===== src/rtl/sys_defs.sv =====
// Shared system definitions: completion packet layout and default widths
// used by the completion/CDB stage.
package sys_defs;

  localparam int DEF_N_FU      = 5;
  localparam int DEF_CDB_WIDTH = 3;
  localparam int ROB_IDX_W     = 5;
  localparam int REG_IDX_W     = 5;
  localparam int XLEN          = 32;

  // One functional-unit result as it travels to the CDB.
  typedef struct packed {
    logic                 valid;
    logic [ROB_IDX_W-1:0] rob_idx;
    logic [REG_IDX_W-1:0] dest_reg;
    logic [XLEN-1:0]      result;
    logic                 take_branch;
    logic [XLEN-1:0]      target_pc;
    logic                 halt;
    logic                 rd_mem;
    logic                 wr_mem;
  } FU_COMPLETE_PACKET;

  // Pointer width that stays legal for a single-entry configuration.
  function automatic int ptr_width(input int n);
    return (n > 1) ? $clog2(n) : 1;
  endfunction

endpackage


===== src/rtl/rr_picker.sv =====
// Rotating-priority picker: selects up to N_LANE set bits of req, scanning
// upward from start_ptr with wrap-around, and reports which request landed
// on which lane in scan order.
module rr_picker
  import sys_defs::*;
#(
  parameter int N_REQ  = DEF_N_FU,
  parameter int N_LANE = DEF_CDB_WIDTH,
  parameter int PTR_W  = ptr_width(DEF_N_FU)
) (
  input  logic [N_REQ-1:0]  req,
  input  logic [PTR_W-1:0]  start_ptr,
  output logic [N_REQ-1:0]  grant,
  output logic [PTR_W-1:0]  lane_idx [N_LANE],
  output logic [N_LANE-1:0] lane_vld,
  output logic              any_grant,
  output logic [PTR_W-1:0]  last_idx
);

  logic [2*N_REQ-1:0] req_rot2;
  logic [2*N_REQ-1:0] grant_rot2;
  logic [N_REQ-1:0]   req_rot;
  logic [N_REQ-1:0]   grant_rot;
  int                 cnt;
  int                 pos;

  // Rotate requests so scan position 0 is start_ptr, grant in order, rotate back.
  always_comb begin
    // NOTE: every output gets a default before any conditional assignment,
    // so no path through the block leaves a value to be remembered (no latch).
    req_rot2   = {req, req} >> start_ptr;
    req_rot    = req_rot2[N_REQ-1:0];
    grant_rot  = '0;
    lane_idx   = '{default: '0};
    lane_vld   = '0;
    last_idx   = '0;
    cnt        = 0;
    pos        = 0;
    for (int k = 0; k < N_REQ; k++) begin
      if (req_rot[k] && (cnt < N_LANE)) begin
        grant_rot[k] = 1'b1;
        pos = int'(start_ptr) + k;
        if (pos >= N_REQ) pos = pos - N_REQ;
        for (int l = 0; l < N_LANE; l++) begin
          if (cnt == l) begin
            lane_idx[l] = PTR_W'(pos);
            lane_vld[l] = 1'b1;
          end
        end
        last_idx = PTR_W'(pos);
        cnt      = cnt + 1;
      end
    end
    grant_rot2 = {grant_rot, grant_rot} << start_ptr;
    grant      = grant_rot2[2*N_REQ-1:N_REQ];
    any_grant  = |grant_rot;
  end

endmodule


===== src/rtl/cdb_arbiter.sv =====
// Completion arbiter: merges per-FU results onto CDB_WIDTH registered
// broadcast lanes with round-robin priority. Each FU owns one hold slot that
// parks a result which lost arbitration; while the slot is full the FU is
// stalled, so every FU has at most one result in flight.
module cdb_arbiter
  import sys_defs::*;
#(
  parameter int N_FU      = DEF_N_FU,
  parameter int CDB_WIDTH = DEF_CDB_WIDTH
) (
  input  logic              clock,
  input  logic              reset,
  input  logic              squash,
  input  logic [N_FU-1:0]   want_to_complete,
  input  FU_COMPLETE_PACKET fu_packet_in   [N_FU],
  output logic [N_FU-1:0]   complete_stall,
  output FU_COMPLETE_PACKET cdb_packet_out [CDB_WIDTH]
);

  localparam int PTR_W = ptr_width(N_FU);

  logic [N_FU-1:0]      hold_valid_q, hold_valid_d;
  FU_COMPLETE_PACKET    hold_pkt_q [N_FU];
  FU_COMPLETE_PACKET    hold_pkt_d [N_FU];
  logic [PTR_W-1:0]     rr_ptr_q, rr_ptr_d;
  FU_COMPLETE_PACKET    cdb_q [CDB_WIDTH];
  FU_COMPLETE_PACKET    cdb_d [CDB_WIDTH];

  logic [N_FU-1:0]      cand_valid;
  FU_COMPLETE_PACKET    cand_pkt [N_FU];
  logic [N_FU-1:0]      grant;
  logic [PTR_W-1:0]     lane_idx [CDB_WIDTH];
  logic [CDB_WIDTH-1:0] lane_vld;
  logic                 any_grant;
  logic [PTR_W-1:0]     last_idx;

  // Candidate per FU: a parked result wins over the live port; squash masks all.
  always_comb begin
    for (int i = 0; i < N_FU; i++) begin
      cand_valid[i] = !squash && (hold_valid_q[i] || want_to_complete[i]);
      cand_pkt[i]   = hold_valid_q[i] ? hold_pkt_q[i] : fu_packet_in[i];
    end
  end

  rr_picker #(
    .N_REQ  (N_FU),
    .N_LANE (CDB_WIDTH),
    .PTR_W  (PTR_W)
  ) u_picker (
    .req       (cand_valid),
    .start_ptr (rr_ptr_q),
    .grant     (grant),
    .lane_idx  (lane_idx),
    .lane_vld  (lane_vld),
    .any_grant (any_grant),
    .last_idx  (last_idx)
  );

  // Next state: park losers, release winners, fill lanes, advance the pointer.
  always_comb begin
    hold_valid_d = hold_valid_q;
    hold_pkt_d   = hold_pkt_q;
    rr_ptr_d     = rr_ptr_q;
    cdb_d        = '{default: '0};
    if (squash) begin
      hold_valid_d = '0;
      rr_ptr_d     = '0;
    end else begin
      for (int i = 0; i < N_FU; i++) begin
        if (cand_valid[i] && !grant[i]) begin
          hold_valid_d[i] = 1'b1;
          hold_pkt_d[i]   = cand_pkt[i];
        end else if (grant[i]) begin
          hold_valid_d[i] = 1'b0;
        end
      end
      for (int l = 0; l < CDB_WIDTH; l++) begin
        if (lane_vld[l]) begin
          for (int i = 0; i < N_FU; i++) begin
            if (lane_idx[l] == PTR_W'(i)) cdb_d[l] = cand_pkt[i];
          end
          cdb_d[l].valid = 1'b1;
        end
      end
      if (any_grant) begin
        rr_ptr_d = (last_idx == PTR_W'(N_FU - 1)) ? '0 : last_idx + PTR_W'(1);
      end
    end
  end

  // State registers with asynchronous reset.
  always_ff @(posedge clock or posedge reset) begin
    if (reset) begin
      hold_valid_q <= '0;
      // NOTE: the hold packets are only a few registers and are cleared too,
      // so no stale fields can ever reach the CDB after reset.
      hold_pkt_q   <= '{default: '0};
      rr_ptr_q     <= '0;
      cdb_q        <= '{default: '0};
    end else begin
      // NOTE: non-blocking assignments so every register samples the
      // pre-edge values regardless of statement order.
      hold_valid_q <= hold_valid_d;
      hold_pkt_q   <= hold_pkt_d;
      rr_ptr_q     <= rr_ptr_d;
      cdb_q        <= cdb_d;
    end
  end

  assign complete_stall = hold_valid_q;
  assign cdb_packet_out = cdb_q;

endmodule


===== config.mk =====
export PLATFORM = sky130hd
export DESIGN_NAME = cdb_arbiter
export DESIGN_NICKNAME = d
export VERILOG_FILES = /design/src/rtl/sys_defs.sv /design/src/rtl/rr_picker.sv /design/src/rtl/cdb_arbiter.sv
export SDC_FILE = /design/constraint.sdc
export NUM_CORES = 2
export LEC_CHECK = 0
export BUFFER_PORTS_ARGS = -buffer_cell sky130_fd_sc_hd__buf_2
export CORE_MARGIN = 8
export CORE_UTILIZATION = 55
export DETAILED_ROUTE_END_ITERATION = 16
export GPL_TIMING_DRIVEN = 1
export PLACE_DENSITY = 0.8
export SETUP_SLACK_MARGIN = 0.1
export SLEW_MARGIN = 5
export SYNTH_ARGS = -nofsm -noshare
export SYNTH_HDL_FRONTEND = slang
export SYNTH_SLANG_ARGS = --single-unit
export TNS_END_PERCENT = 30

===== constraint.sdc =====
create_clock -name clock -period 22.9 [get_ports clock]
set_input_delay 0 -clock clock [delete_from_list [all_inputs] [get_ports clock]]
set_output_delay 0 -clock clock [all_outputs]
set_load 0.02 [all_outputs]

==> results_dict.tcl <==
set metrics [dict create \
    status "finished, final reports clean" \
    hpwl_mm 93.5 \
    drtAntennaViolNets 0 \
    postSynthAreaPerCell_um2 9.96 \
    syn_area_um2 35000 \
    io_buffers 639 \
    synth_area_leaders "dfrtp_1 (45%), mux2i_1 (16%), o22ai_1 (4.1%)" \
    ir_worst_vdd_uv 201 \
    slowest_delay_ns 1.04 \
    insertion_delay_ns 0.63 \
    crit_fanout 47 \
    finalSetupViolCount 0 \
    layout_setup_ws_ns 13.95 \
    synth-xor-area-share 0.00125 \
    fin_skew_ns 0.0355 \
    hold_viol 0 \
    r2r_slack_ns 13.95 \
    synth_compound_area_frac 0.186 \
    cts_setup_buffers 0 \
    rsz0062_at_grt "false" \
    gp_congestion 0.954 \
    dieHeight_um 268 \
    tritoncts "built" \
    routed_wl_mm 167 \
    arrival_ns 9.50 \
    critPathKind "flip-flop to flip-flop" \
    stdcell_count 5292 \
    hp-class "primary input to async pin" \
    drtIter0Drc 5475 \
    slew_headroom 0.0709 \
    ctsHtreeMaxLevel 3 \
    period_minus_slack_ns 8.95 \
    top_usage_layer "met2" \
    fmax_mhz 112 \
    r2r-start "complete_stall[2]" \
    cp-startpoint "complete_stall[2]" \
    first_pass_iters 10 \
    final_layout_size_suffix_gt1_frac 0.226 \
    synth_adder_area_share 0.00723 \
    die_width_um 268 \
    cts_hold_buffers 399 \
    synthSimpleGateAreaFrac 0.0882 \
    io_pins 645 \
    placedCellCount 4752 \
    finalCritPeriodShare 0.391 \
    via_per_inst 7.05 \
    syn_to_final_growth_pct 28.7 \
    synth_edf_count 0 \
    yosysWarnings 0 \
    synth_cell_types 80 \
    critical_path_required_ns 23.45 \
    wl_per_cell_um 31.7 \
    powerDensity_nw_per_um2 193 \
    antenna_found_initial 29 \
    seq_area_frac_synth 0.455 \
    netlist.area_leader.share 0.455 \
    muxShareOfSynthArea 0.222 \
    grt_max_degree 177 \
    synth_top_area_cell "dfrtp_1" \
    core_area_um2 63000 \
    synth_fp_nets 3933 \
    synth_ff_type "dfrtp_1" \
    initial_core_util 0.555 \
    rows 92 \
    drv_cap 0 \
    cp-start-kind "flip-flop" \
    path_cells "nor2_1 > a211oi_1 > a32o_1 > inv_1 > fa_1 > inv_1 > ha_1 > or3_1 > a21oi_1 > o2bb2ai_1 > nand3_1 > nand2_4 > buf_4 > mux2i_1 > o22ai_1 > o22ai_1 > dlygate4sd3_1" \
    vias 37320 \
    crit_slowest_cell "dfrtp_4" \
    r2r-end "cdb_packet_out[193]" \
    met1_usage 0.519 \
    critPathCaptureType "flip-flop" \
    synth-seq-cells 635 \
    p_leak_nw 20.8 \
    timing.hold.ws_ns 0.0753 \
    fin_nets 4798 \
    clk_pin_slew_worst_paths_ns 0.06 \
    die-area_um2 71900 \
    maxSlewViolCount 0 \
    post_cts_resized 0 \
    grtUsageMet3 0.205 \
    synthCells 3511 \
    tns_ns 0 \
    grt_pass1_vias 38516 \
    grt_pass1_wl_mm 244 \
    grt_use_met2 0.663 \
    track_usage 0.453 \
    drc 0 \
    cts_buffer_depth 3 \
    numCtsBuffers 69 \
    worstMarginPinSlew_ns 1.39 \
    numClockSinks 635 \
    reg2reg_depth 17 \
    cts-root-buf "clkbuf_16" \
    synth_top_family_by_area "multiplexers" \
    grt_overflow 0 \
    pre_cts_ws_ns 14.96 \
    async_flop_share 1.00 \
]
-- sequential cells by signal (all words and copies together), names as in the netlist --
signal,flops
cdb_packet_out,237
complete_stall,5
hold_pkt_q,390
rr_ptr_q,3
-- layout by cell type (no fill, tap or decap), types with 17 or more instances in the layout --
master           n
mux2i_1        572
buf_2          639
inv_1           43
and2_1          17
o22ai_1        227
dfrtp_1        630
mux2_2         102
buf_4           58
a311oi_1        27
a221oi_1        27
nand2b_1        25
mux2_1          34
a21oi_1        277
diode_2         24
a31oi_1         34
o31a_1          17
dlygate4sd3_1  399
nor3_1          62
mux2_4          30
ha_1            17
a211oi_1        60
nand2_1        328
nor2_1         214
clkbuf_16       70
o21ai_0        218
-- area by class of cell --
type / instances / area, µm²
repair buffers: 1097 / 7650
inverters: 49 / 191
diodes: 24 / 60.1
fillers: 4159 / 18000
multi-input cells: 2524 / 17900
flip-flops and latches: 635 / 15900
clock buffers: 97 / 2010
well taps: 846 / 1060
clock inverters: 20 / 183
-- worst max-delay path by stage --
stage | end | slack (ns)
floorplan | cdb_packet_out[0] | 5.11
global placement | cdb_packet_out[158] | 14.89
detailed placement | cdb_packet_out[183] | 14.96
CTS | cdb_packet_out[193] | 14.60
global route | cdb_packet_out[193] | 13.79
finish | cdb_packet_out[193] | 13.95
-- report_power, final --
group          internal (W)  switching (W)
clock              0.000636       0.000498
sequential          0.00162       0.000332
combinational       0.00184        0.00376
-- per-layer routing --
metal,routed length (µm),part of all wire
met1,54200,0.32
met2,71100,0.42
met3,26100,0.16
met4,15900,0.095
met5,235,0.0014
-- worst max-delay path: cells and delay by family, from the launching register on --
family	cells	cell delay, ns
AOI/OAI and AO/OA	6	1.88
adders and majority gates	2	1.04
buffers and inverters	4	1.84
DFF	1	1.04
muxes	1	0.26
and+or+nand+nor	4	2.71
-- cell families (layout without fill, tap and decap cells) --
group | after synthesis | after routing
fa+ha+maj | 19 | 19
flops | 635 | 635
buf+inv | 352 | 1263
other cells | 0 | 24
xor+xnor | 5 | 5
simple gates | 721 | 721
mux | 741 | 741
compound gates | 1038 | 1038
-- Yosys cell counts, types with 4 or more instances --
cell / instances
a221o_1: 4
nor2b_1: 5
a211oi_1: 60
o21ai_0: 218
o311a_1: 16
buf_2: 44
mux2_2: 102
nor4b_1: 4
nand3_1: 18
and2_1: 19
o22ai_1: 229
ha_1: 17
a21o_1: 5
or3_1: 4
nand2b_1: 26
a311oi_1: 27
a2111oi_0: 11
mux2_4: 30
dfrtp_1: 635
clkbuf_1: 221
o21ai_1: 5
or2_1: 4
nand2_1: 332
xnor2_1: 4
mux2i_1: 572
a31oi_1: 35
o221ai_1: 9
a22oi_1: 4
o22a_1: 5
mux2_1: 34
o31ai_1: 11
o21a_1: 4
a21oi_1: 279
nor2_1: 216
o211ai_1: 11
a22o_1: 16
buf_1: 35
a2bb2oi_1: 13
inv_1: 44
or2_2: 6
and3_1: 9
o31a_1: 17
nor3_1: 63
a221oi_1: 27
-- stage by stage --
| step | total power (W) | cell area [µm²] | util |
|---|---|---|---|
| 2_1_floorplan | 0.00529 | 35000 | - |
| 3_3_place_gp | 0.00684 | 38700 | 0.615 |
| 3_5_place_dp | 0.00695 | 38700 | 0.615 |
| 4_1_cts | 0.00817 | 44900 | 0.714 |
| 5_1_grt | 0.00887 | 44900 | 0.714 |
| 6_report | 0.00868 | 45000 | 0.714 |
No activity file was read; power rests on OpenSTA's default activity.
